[src/rtl/filter_inst_pkg.sv]
// Shared types and packet field positions for the NoC instruction arbiters.
package filter_inst_pkg;

  localparam int PKT_W    = 15;
  localparam int LAST_BIT = 14;
  localparam int IDX_LSB  = 1;
  localparam int IDX_MSB  = 3;
  localparam int TYPE_BIT = 0;

  typedef enum logic {IDLE, LOCKED} arb_state_e;

  typedef logic [PKT_W-1:0] inst_pkt_t;

endpackage

[src/rtl/filter_inst_arbiter_if.sv]
// Request/response bundle between the instruction generators and the arbiter.
// master = generator/downstream side, slave = arbiter side.
interface filter_inst_arbiter_if #(
  parameter int WIDTH = 15,
  parameter int NREQ  = 3,
  parameter int SRC_W = 3
);
  logic [NREQ-1:0]       req_valid;
  logic [NREQ*WIDTH-1:0] req_data;
  logic [NREQ-1:0]       req_ready;
  logic                  out_valid;
  logic [WIDTH-1:0]      out_data;
  logic [SRC_W-1:0]      out_src;
  logic                  out_ready;
  logic                  busy;

  modport master (
    output req_valid, req_data, out_ready,
    input  req_ready, out_valid, out_data, out_src, busy
  );

  modport slave (
    input  req_valid, req_data, out_ready,
    output req_ready, out_valid, out_data, out_src, busy
  );
endinterface

[src/rtl/filter_inst_arbiter_rr_pick.sv]
// rr_pick: combinational round-robin picker. Returns the first set bit of vld
// at or after ptr (wrapping modulo N), plus a flag that any bit was set.
// ptr is expected to be < N.
module rr_pick #(
  parameter int N     = 3,
  parameter int PTR_W = 3
) (
  input  logic [N-1:0]     vld,
  input  logic [PTR_W-1:0] ptr,
  output logic [PTR_W-1:0] grant,
  output logic             any
);

  // Scan offsets 0..N-1 from ptr; the first hit wins, later hits are masked.
  always_comb begin
    grant = '0;
    any   = 1'b0;
    for (int i = 0; i < N; i++) begin
      for (int j = 0; j < N; j++) begin
        if (!any && vld[j] && (((int'(ptr) + i) % N) == j)) begin
          grant = PTR_W'(j);
          any   = 1'b1;
        end
      end
    end
  end

endmodule

[src/rtl/filter_inst_arbiter.sv]
// filter_inst_arbiter: round-robin, burst-locking arbiter sharing one NoC
// injection port among NREQ instruction generators. Output is registered.
// Optional macro FILTER_INST_ARB_PERF_CNT_EN adds per-requester packet
// counters (pkt_cnt) and a completed-burst counter (burst_cnt).
module filter_inst_arbiter #(
  parameter int WIDTH    = filter_inst_pkg::PKT_W,
  parameter int NREQ     = 3,
  parameter int LAST_BIT = filter_inst_pkg::LAST_BIT,
  parameter int SRC_W    = 3
) (
  input  logic                 clk,
  input  logic                 rst_n,
  filter_inst_arbiter_if.slave bus
`ifdef FILTER_INST_ARB_PERF_CNT_EN
  ,
  output logic [NREQ*16-1:0]   pkt_cnt,
  output logic [15:0]          burst_cnt
`endif
);
  import filter_inst_pkg::*;

  arb_state_e                  state, state_nxt;
  logic [SRC_W-1:0]            rr_ptr, rr_nxt, lock_id, lock_nxt, pick, sel;
  logic                        any, can_load, sel_vld, accept, acc_last;
  logic [NREQ-1:0]             ready;
  logic [NREQ-1:0][WIDTH-1:0]  req_arr;
  logic [WIDTH-1:0]            acc_data;

  assign req_arr  = bus.req_data;
  // Output slot is free, or is being drained this cycle (out_ready -> req_ready path).
  assign can_load = !bus.out_valid || bus.out_ready;

  rr_pick #(.N(NREQ), .PTR_W(SRC_W)) u_pick (
    .vld   (bus.req_valid),
    .ptr   (rr_ptr),
    .grant (pick),
    .any   (any)
  );

  // Select the serviced requester: locked owner, else round-robin winner.
  always_comb begin
    sel      = (state == LOCKED) ? lock_id : pick;
    sel_vld  = 1'b0;
    acc_data = '0;
    ready    = '0;
    for (int i = 0; i < NREQ; i++) begin
      if (sel == SRC_W'(i)) begin
        sel_vld  = bus.req_valid[i];
        acc_data = req_arr[i];
        ready[i] = can_load && rst_n;
      end
    end
    accept   = sel_vld && can_load;
    acc_last = acc_data[LAST_BIT];
  end

  assign bus.req_ready = ready;
  assign bus.busy      = (state == LOCKED);

  // Next state: lock on a non-last accept, release and rotate on a last accept.
  always_comb begin
    state_nxt = state;
    lock_nxt  = lock_id;
    rr_nxt    = rr_ptr;
    if (accept) begin
      if (acc_last) begin
        state_nxt = IDLE;
        rr_nxt    = (sel == SRC_W'(NREQ-1)) ? '0 : sel + 1'b1;
      end else if (state == IDLE) begin
        state_nxt = LOCKED;
        lock_nxt  = sel;
      end
    end
  end

  // FSM and round-robin pointer registers.
  always_ff @(posedge clk or negedge rst_n) begin
    if (!rst_n) begin
      state   <= IDLE;
      lock_id <= '0;
      rr_ptr  <= '0;
    end else begin
      state   <= state_nxt;
      lock_id <= lock_nxt;
      rr_ptr  <= rr_nxt;
    end
  end

  // Output register: load on accept, drop valid when drained, hold on stall.
  always_ff @(posedge clk or negedge rst_n) begin
    if (!rst_n) begin
      bus.out_valid <= 1'b0;
      bus.out_data  <= '0;
      bus.out_src   <= '0;
    end else if (accept) begin
      bus.out_valid <= 1'b1;
      bus.out_data  <= acc_data;
      bus.out_src   <= sel;
    end else if (bus.out_ready) begin
      bus.out_valid <= 1'b0;
    end
  end

`ifdef FILTER_INST_ARB_PERF_CNT_EN
  // Wrapping per-requester packet counters and completed-burst counter.
  always_ff @(posedge clk or negedge rst_n) begin
    if (!rst_n) begin
      pkt_cnt   <= '0;
      burst_cnt <= '0;
    end else if (accept) begin
      for (int i = 0; i < NREQ; i++) begin
        if (sel == SRC_W'(i)) pkt_cnt[i*16 +: 16] <= pkt_cnt[i*16 +: 16] + 16'd1;
      end
      if (acc_last) burst_cnt <= burst_cnt + 16'd1;
    end
  end
`else
  // Counters are not built in this configuration.
`endif

endmodule
[src/flat_wrapper.sv]
// flat-port wrapper written by rule: the top's interface ports become plain ports
module filter_inst_arbiter_flat import filter_inst_pkg::*;
#(
  parameter int WIDTH    = filter_inst_pkg::PKT_W,
  parameter int NREQ     = 3,
  parameter int LAST_BIT = filter_inst_pkg::LAST_BIT,
  parameter int SRC_W    = 3
)
  (clk, rst_n, bus_req_valid, bus_req_data, bus_out_ready, bus_req_ready, bus_out_valid, bus_out_data, bus_out_src, bus_busy);
  filter_inst_arbiter_if #(.WIDTH(WIDTH), .NREQ(NREQ), .SRC_W(SRC_W)) bus_i ();
  input  logic clk;
  input  logic rst_n;
  input wire logic [$bits(bus_i.req_valid)-1:0] bus_req_valid;
  input wire logic [$bits(bus_i.req_data)-1:0] bus_req_data;
  input wire logic [$bits(bus_i.out_ready)-1:0] bus_out_ready;
  output wire logic [$bits(bus_i.req_ready)-1:0] bus_req_ready;
  output wire logic [$bits(bus_i.out_valid)-1:0] bus_out_valid;
  output wire logic [$bits(bus_i.out_data)-1:0] bus_out_data;
  output wire logic [$bits(bus_i.out_src)-1:0] bus_out_src;
  output wire logic [$bits(bus_i.busy)-1:0] bus_busy;
  assign bus_i.req_valid = bus_req_valid;
  assign bus_i.req_data = bus_req_data;
  assign bus_i.out_ready = bus_out_ready;
  assign bus_req_ready = bus_i.req_ready;
  assign bus_out_valid = bus_i.out_valid;
  assign bus_out_data = bus_i.out_data;
  assign bus_out_src = bus_i.out_src;
  assign bus_busy = bus_i.busy;
  filter_inst_arbiter #(.WIDTH(WIDTH), .NREQ(NREQ), .LAST_BIT(LAST_BIT), .SRC_W(SRC_W)) u_core (.clk(clk), .rst_n(rst_n), .bus(bus_i));
endmodule
[config.mk]
export PLATFORM = sky130hd
export DESIGN_NAME = filter_inst_arbiter_flat
export DESIGN_NICKNAME = d
export VERILOG_FILES = /design/src/rtl/filter_inst_pkg.sv /design/src/rtl/filter_inst_arbiter_if.sv /design/src/rtl/filter_inst_arbiter_rr_pick.sv /design/src/rtl/filter_inst_arbiter.sv /design/src/flat_wrapper.sv
export SDC_FILE = /design/constraint.sdc
export NUM_CORES = 1
export LEC_CHECK = 0
export ABC_AREA = 1
export CAP_MARGIN = 10
export CORE_ASPECT_RATIO = 1.25
export CORE_MARGIN = 2
export CORE_UTILIZATION = 50
export CTS_BUF_LIST = sky130_fd_sc_hd__clkbuf_4
export CTS_CLUSTER_DIAMETER = 60
export DETAILED_ROUTE_END_ITERATION = 6
export PLACE_DENSITY = 0.93
export SETUP_SLACK_MARGIN = 0.05
export SLEW_MARGIN = 30
export SYNTH_ARGS = -nofsm -noshare
export SYNTH_HDL_FRONTEND = slang
export SYNTH_SLANG_ARGS = --single-unit
[constraint.sdc]
create_clock -name clk -period 4.5 [get_ports clk]
set_input_delay 0.675 -clock clk [delete_from_list [all_inputs] [get_ports clk]]
set_output_delay 0.675 -clock clk [all_outputs]
set_load 0.02 [all_outputs]
==> flow_summary.yaml <==
yosys:
  synth-seq-area-share: 0.247
  syn_area_mm2: 0.00263
  synth_seq_cells: 26
  synthCells: 402
  synth_cell_types: 37
  postSynthAreaPerCell_um2: 6.55
  yosys_warnings: 0
  synth_nets: 472
worst_setup_path:
  startpoint_type: "register"
  timing.rr.start: "u_core.rr_ptr[2]$_DFFE_PN0P_"
  critPathSlowestCell: "dfrtp_2"
  path_class: "reg2out"
  rr_worst_depth: 31
  startpoint: "u_core.rr_ptr[2]$_DFFE_PN0P_"
  crit_required_ns: 3.83
  crit_path_end_kind: "primary output"
  worstPathArrival_ns: 3.75
  crit_top_cell: "nand2_1"
  crit_fanout: 7
  cp_slowest_stage_delay_ns: 0.50
sta:
  fmax_mhz: 226
  fin_crit_ns: 4.43
  fin_crit_sh: 0.984
  skew_ns: 0.00502
  timing.slew.headroom: 0.764
  worst_pin_slew_ns: 0.354
  rsz0062_at_grt: "yes"
  hold_violations: 0
  setup_viol: 0
  drv_slew: 0
cells_and_area:
  final_cell_mix: "136 x nand2_1, 70 x clkdlybuf4s50_1, 44 x buf_4"
  register_area_um2: 654
  area.growth.synth_to_final_pct: 59.9
  drive_gt1_frac: 0.333
  multi_input_area_mm2: 0.00216
  antenna_cells: 0
  layout_commonest_cell: "nand2_1"
  final_nets: 589
  num-fill-cells: 308
  post-route-util: 0.829
clock_tree:
  clk_pin_slew_ns: 0.13
  cts_made_buffers: 3
  cts_root_buf: "clkbuf_4"
  tritoncts: "built"
  cts.sinks: 26
  ctsHtreeMaxLevel: 1
  clock_latency_ns: 0.33
  ctsHoldBuffers: 0
  clockBufferDepth: 2
power:
  total_power_w: 0.00311
  p_comb_frac: 0.837
  power.density_mw_per_mm2: 740
  power.leakage_nw: 2.05
  p_int_w: 0.00144
  swShare: 0.538
  clkPwrFrac: 0.032
  pwr-share-seq: 0.131
  irDropWorstVdd_mv: 0.418
  power.switching_w: 0.00168
placed_design:
  place_hpwl_um: 5520
  place_congestion: 0.871
  port_buffers: 73
hold_path:
  hold_depth: 2
  min_from: "u_core.bus.out_data[0]$_DFFE_PN0P_"
  holdCritPathClass: "reg2reg"
die:
  placementRows: 29
  core_mm2: 0.00508
  die_y_um: 85.1
  pin_count: 74
  start_util: 0.518
  die_area_mm2: 0.00587
  fp.dieW_um: 68.9
route:
  drt_wl_total_um: 9070
  drt-initial-drc-count: 196
  drc: 0
  routed-via-count: 3248
  drtAntennaViolNets: 0
  wl_per_cell_um: 15.7
  via_per_inst: 5.61
  first_pass_iters: 4
grt:
  grt_max_degree: 28
  grt_usage: 0.268
  first_global_vias: 3011
  grt_first_pass_wirelength_um: 12500
  overflow: 0
  antenna_found_initial: 0
flow_run:
  maxCapViolations: 0
outcome:
  status: "complete, no violations"
==> routing by layer <==
metal  track usage  vias up  share of wire
li1              -     1518              -
met1         0.309     1496           0.36
met2         0.483      178           0.51
met3        0.0517       56          0.074
met4        0.0838        0          0.051
met5             0        -              0
==> worst max-delay path, delay by kind of cell (launching register included) <==
kind            cells  cell delay, ns
simple gates       18            1.73
buf+inv             5            0.55
flops               1            0.50
fa+ha+maj           2            0.44
compound gates      1            0.19
==> worst paths after layout <==
kind / end / slack, ns
hold / removal: u_core.bus.out_data[0]$_DFFE_PN0P_ / 0.50
min in group asynchronous: u_core.bus.out_data[10]$_DFFE_PN0P_ / 0.70
setup reg to reg: u_core.lock_id[1]$_DFFE_PN0P_ / 0.20
hold reg to reg: u_core.bus.out_data[0]$_DFFE_PN0P_ / 0.50
max in group asynchronous: u_core.rr_ptr[2]$_DFFE_PN0P_ / 3.51
setup / recovery: bus_req_ready[1] / 0.07
==> sequential cells by signal (all words and copies together) (netlist names) <==
name / cells
u_core.bus.out_src: 3
u_core.bus.out_data: 15
u_core.rr_ptr: 3
u_core.lock_id: 3
u_core.bus.out_valid: 1
u_core.bus.busy: 1
==> cells in the mapped netlist <==
| cell | instances | share of area |
|---|---|---|
| clkinv_2 | 1 | 0.0019 |
| nand2_1 | 146 | 0.21 |
| a221oi_1 | 1 | 0.0033 |
| a21oi_2 | 1 | 0.0033 |
| nor2_1 | 25 | 0.036 |
| a31o_2 | 1 | 0.0033 |
| nor2_4 | 3 | 0.013 |
| inv_1 | 36 | 0.051 |
| dfrtp_1 | 26 | 0.25 |
| clkbuf_1 | 1 | 0.0014 |
| a21boi_1 | 1 | 0.0029 |
| buf_4 | 3 | 0.0086 |
| o21ai_0 | 4 | 0.0076 |
| nor2_2 | 3 | 0.0071 |
| nand3_4 | 3 | 0.020 |
| ha_1 | 19 | 0.090 |
| nand4_4 | 1 | 0.0081 |
| o21ai_1 | 7 | 0.013 |
| nand3_2 | 5 | 0.019 |
| nand2_2 | 19 | 0.045 |
| and3_1 | 1 | 0.0024 |
| a21oi_1 | 4 | 0.0076 |
| clkinv_1 | 1 | 0.0014 |
| nor3_1 | 6 | 0.011 |
| inv_2 | 6 | 0.0086 |
| nand4_1 | 10 | 0.024 |
| buf_6 | 2 | 0.0086 |
| buf_2 | 2 | 0.0038 |
| inv_4 | 1 | 0.0024 |
| nand3_1 | 51 | 0.097 |
| o21bai_1 | 1 | 0.0029 |
| nand2_4 | 3 | 0.013 |
| xor2_1 | 3 | 0.010 |
| o21ai_2 | 2 | 0.0067 |
| buf_8 | 1 | 0.0057 |
| or2_2 | 1 | 0.0024 |
| nand3b_1 | 1 | 0.0029 |
==> timing repair <==
| action | CTS | global route |
|---|---|---|
| endpoints found under the setup margin | 3 | 29 |
| gates resized for setup | 21 | 104 |
| pin swaps | 3 | 45 |
| setup buffers | 5 | 17 |
==> stage by stage <==
step	std cells	hold slack (ns)	instance area [um^2]	TNS [ns]	worst slack [ns]
floorplan	402	0.379	2640	0	0.0798
global placement	555	0.452	3580	0	0.0161
detailed placement	555	0.456	3580	-0.294	-0.148
CTS	563	0.496	3640	0	0.0448
global route	579	0.517	4210	-0.634	-0.146
finish	579	0.504	4210	0	0.0737
==> power groups by stage <==
| stage | sequential, W | combinational (W) | clock (W) |
|---|---|---|---|
| floorplan | 0.000486 | 0.00134 | 0 |
| global placement | 0.000397 | 0.00192 | 0 |
| detailed placement | 0.000397 | 0.00199 | 0 |
| CTS | 0.000395 | 0.00205 | 0.0000985 |
| global route | 0.000416 | 0.00282 | 0.000108 |
| finish | 0.000408 | 0.00261 | 0.000100 |
==> cells by family after synthesis <==
kind of cell,after synthesis,share of synthesized area
xor gates and xnor gates,3,0.00998
and+or+nand+nor,278,0.508
adders and majority gates,19,0.0903
buffers and inverters,54,0.0936
AOI/OAI and AO/OA,22,0.0508
DFF,26,0.247
==> layout make-up <==
class,count,share of cell area
inverters,45,0.0443
flip-flops and latches,26,0.155
well taps,62,0.0184
repair buffers,121,0.264
multi-input cells,322,0.513
clock buffers,3,0.00535
Power figures use the tool's default switching activity.
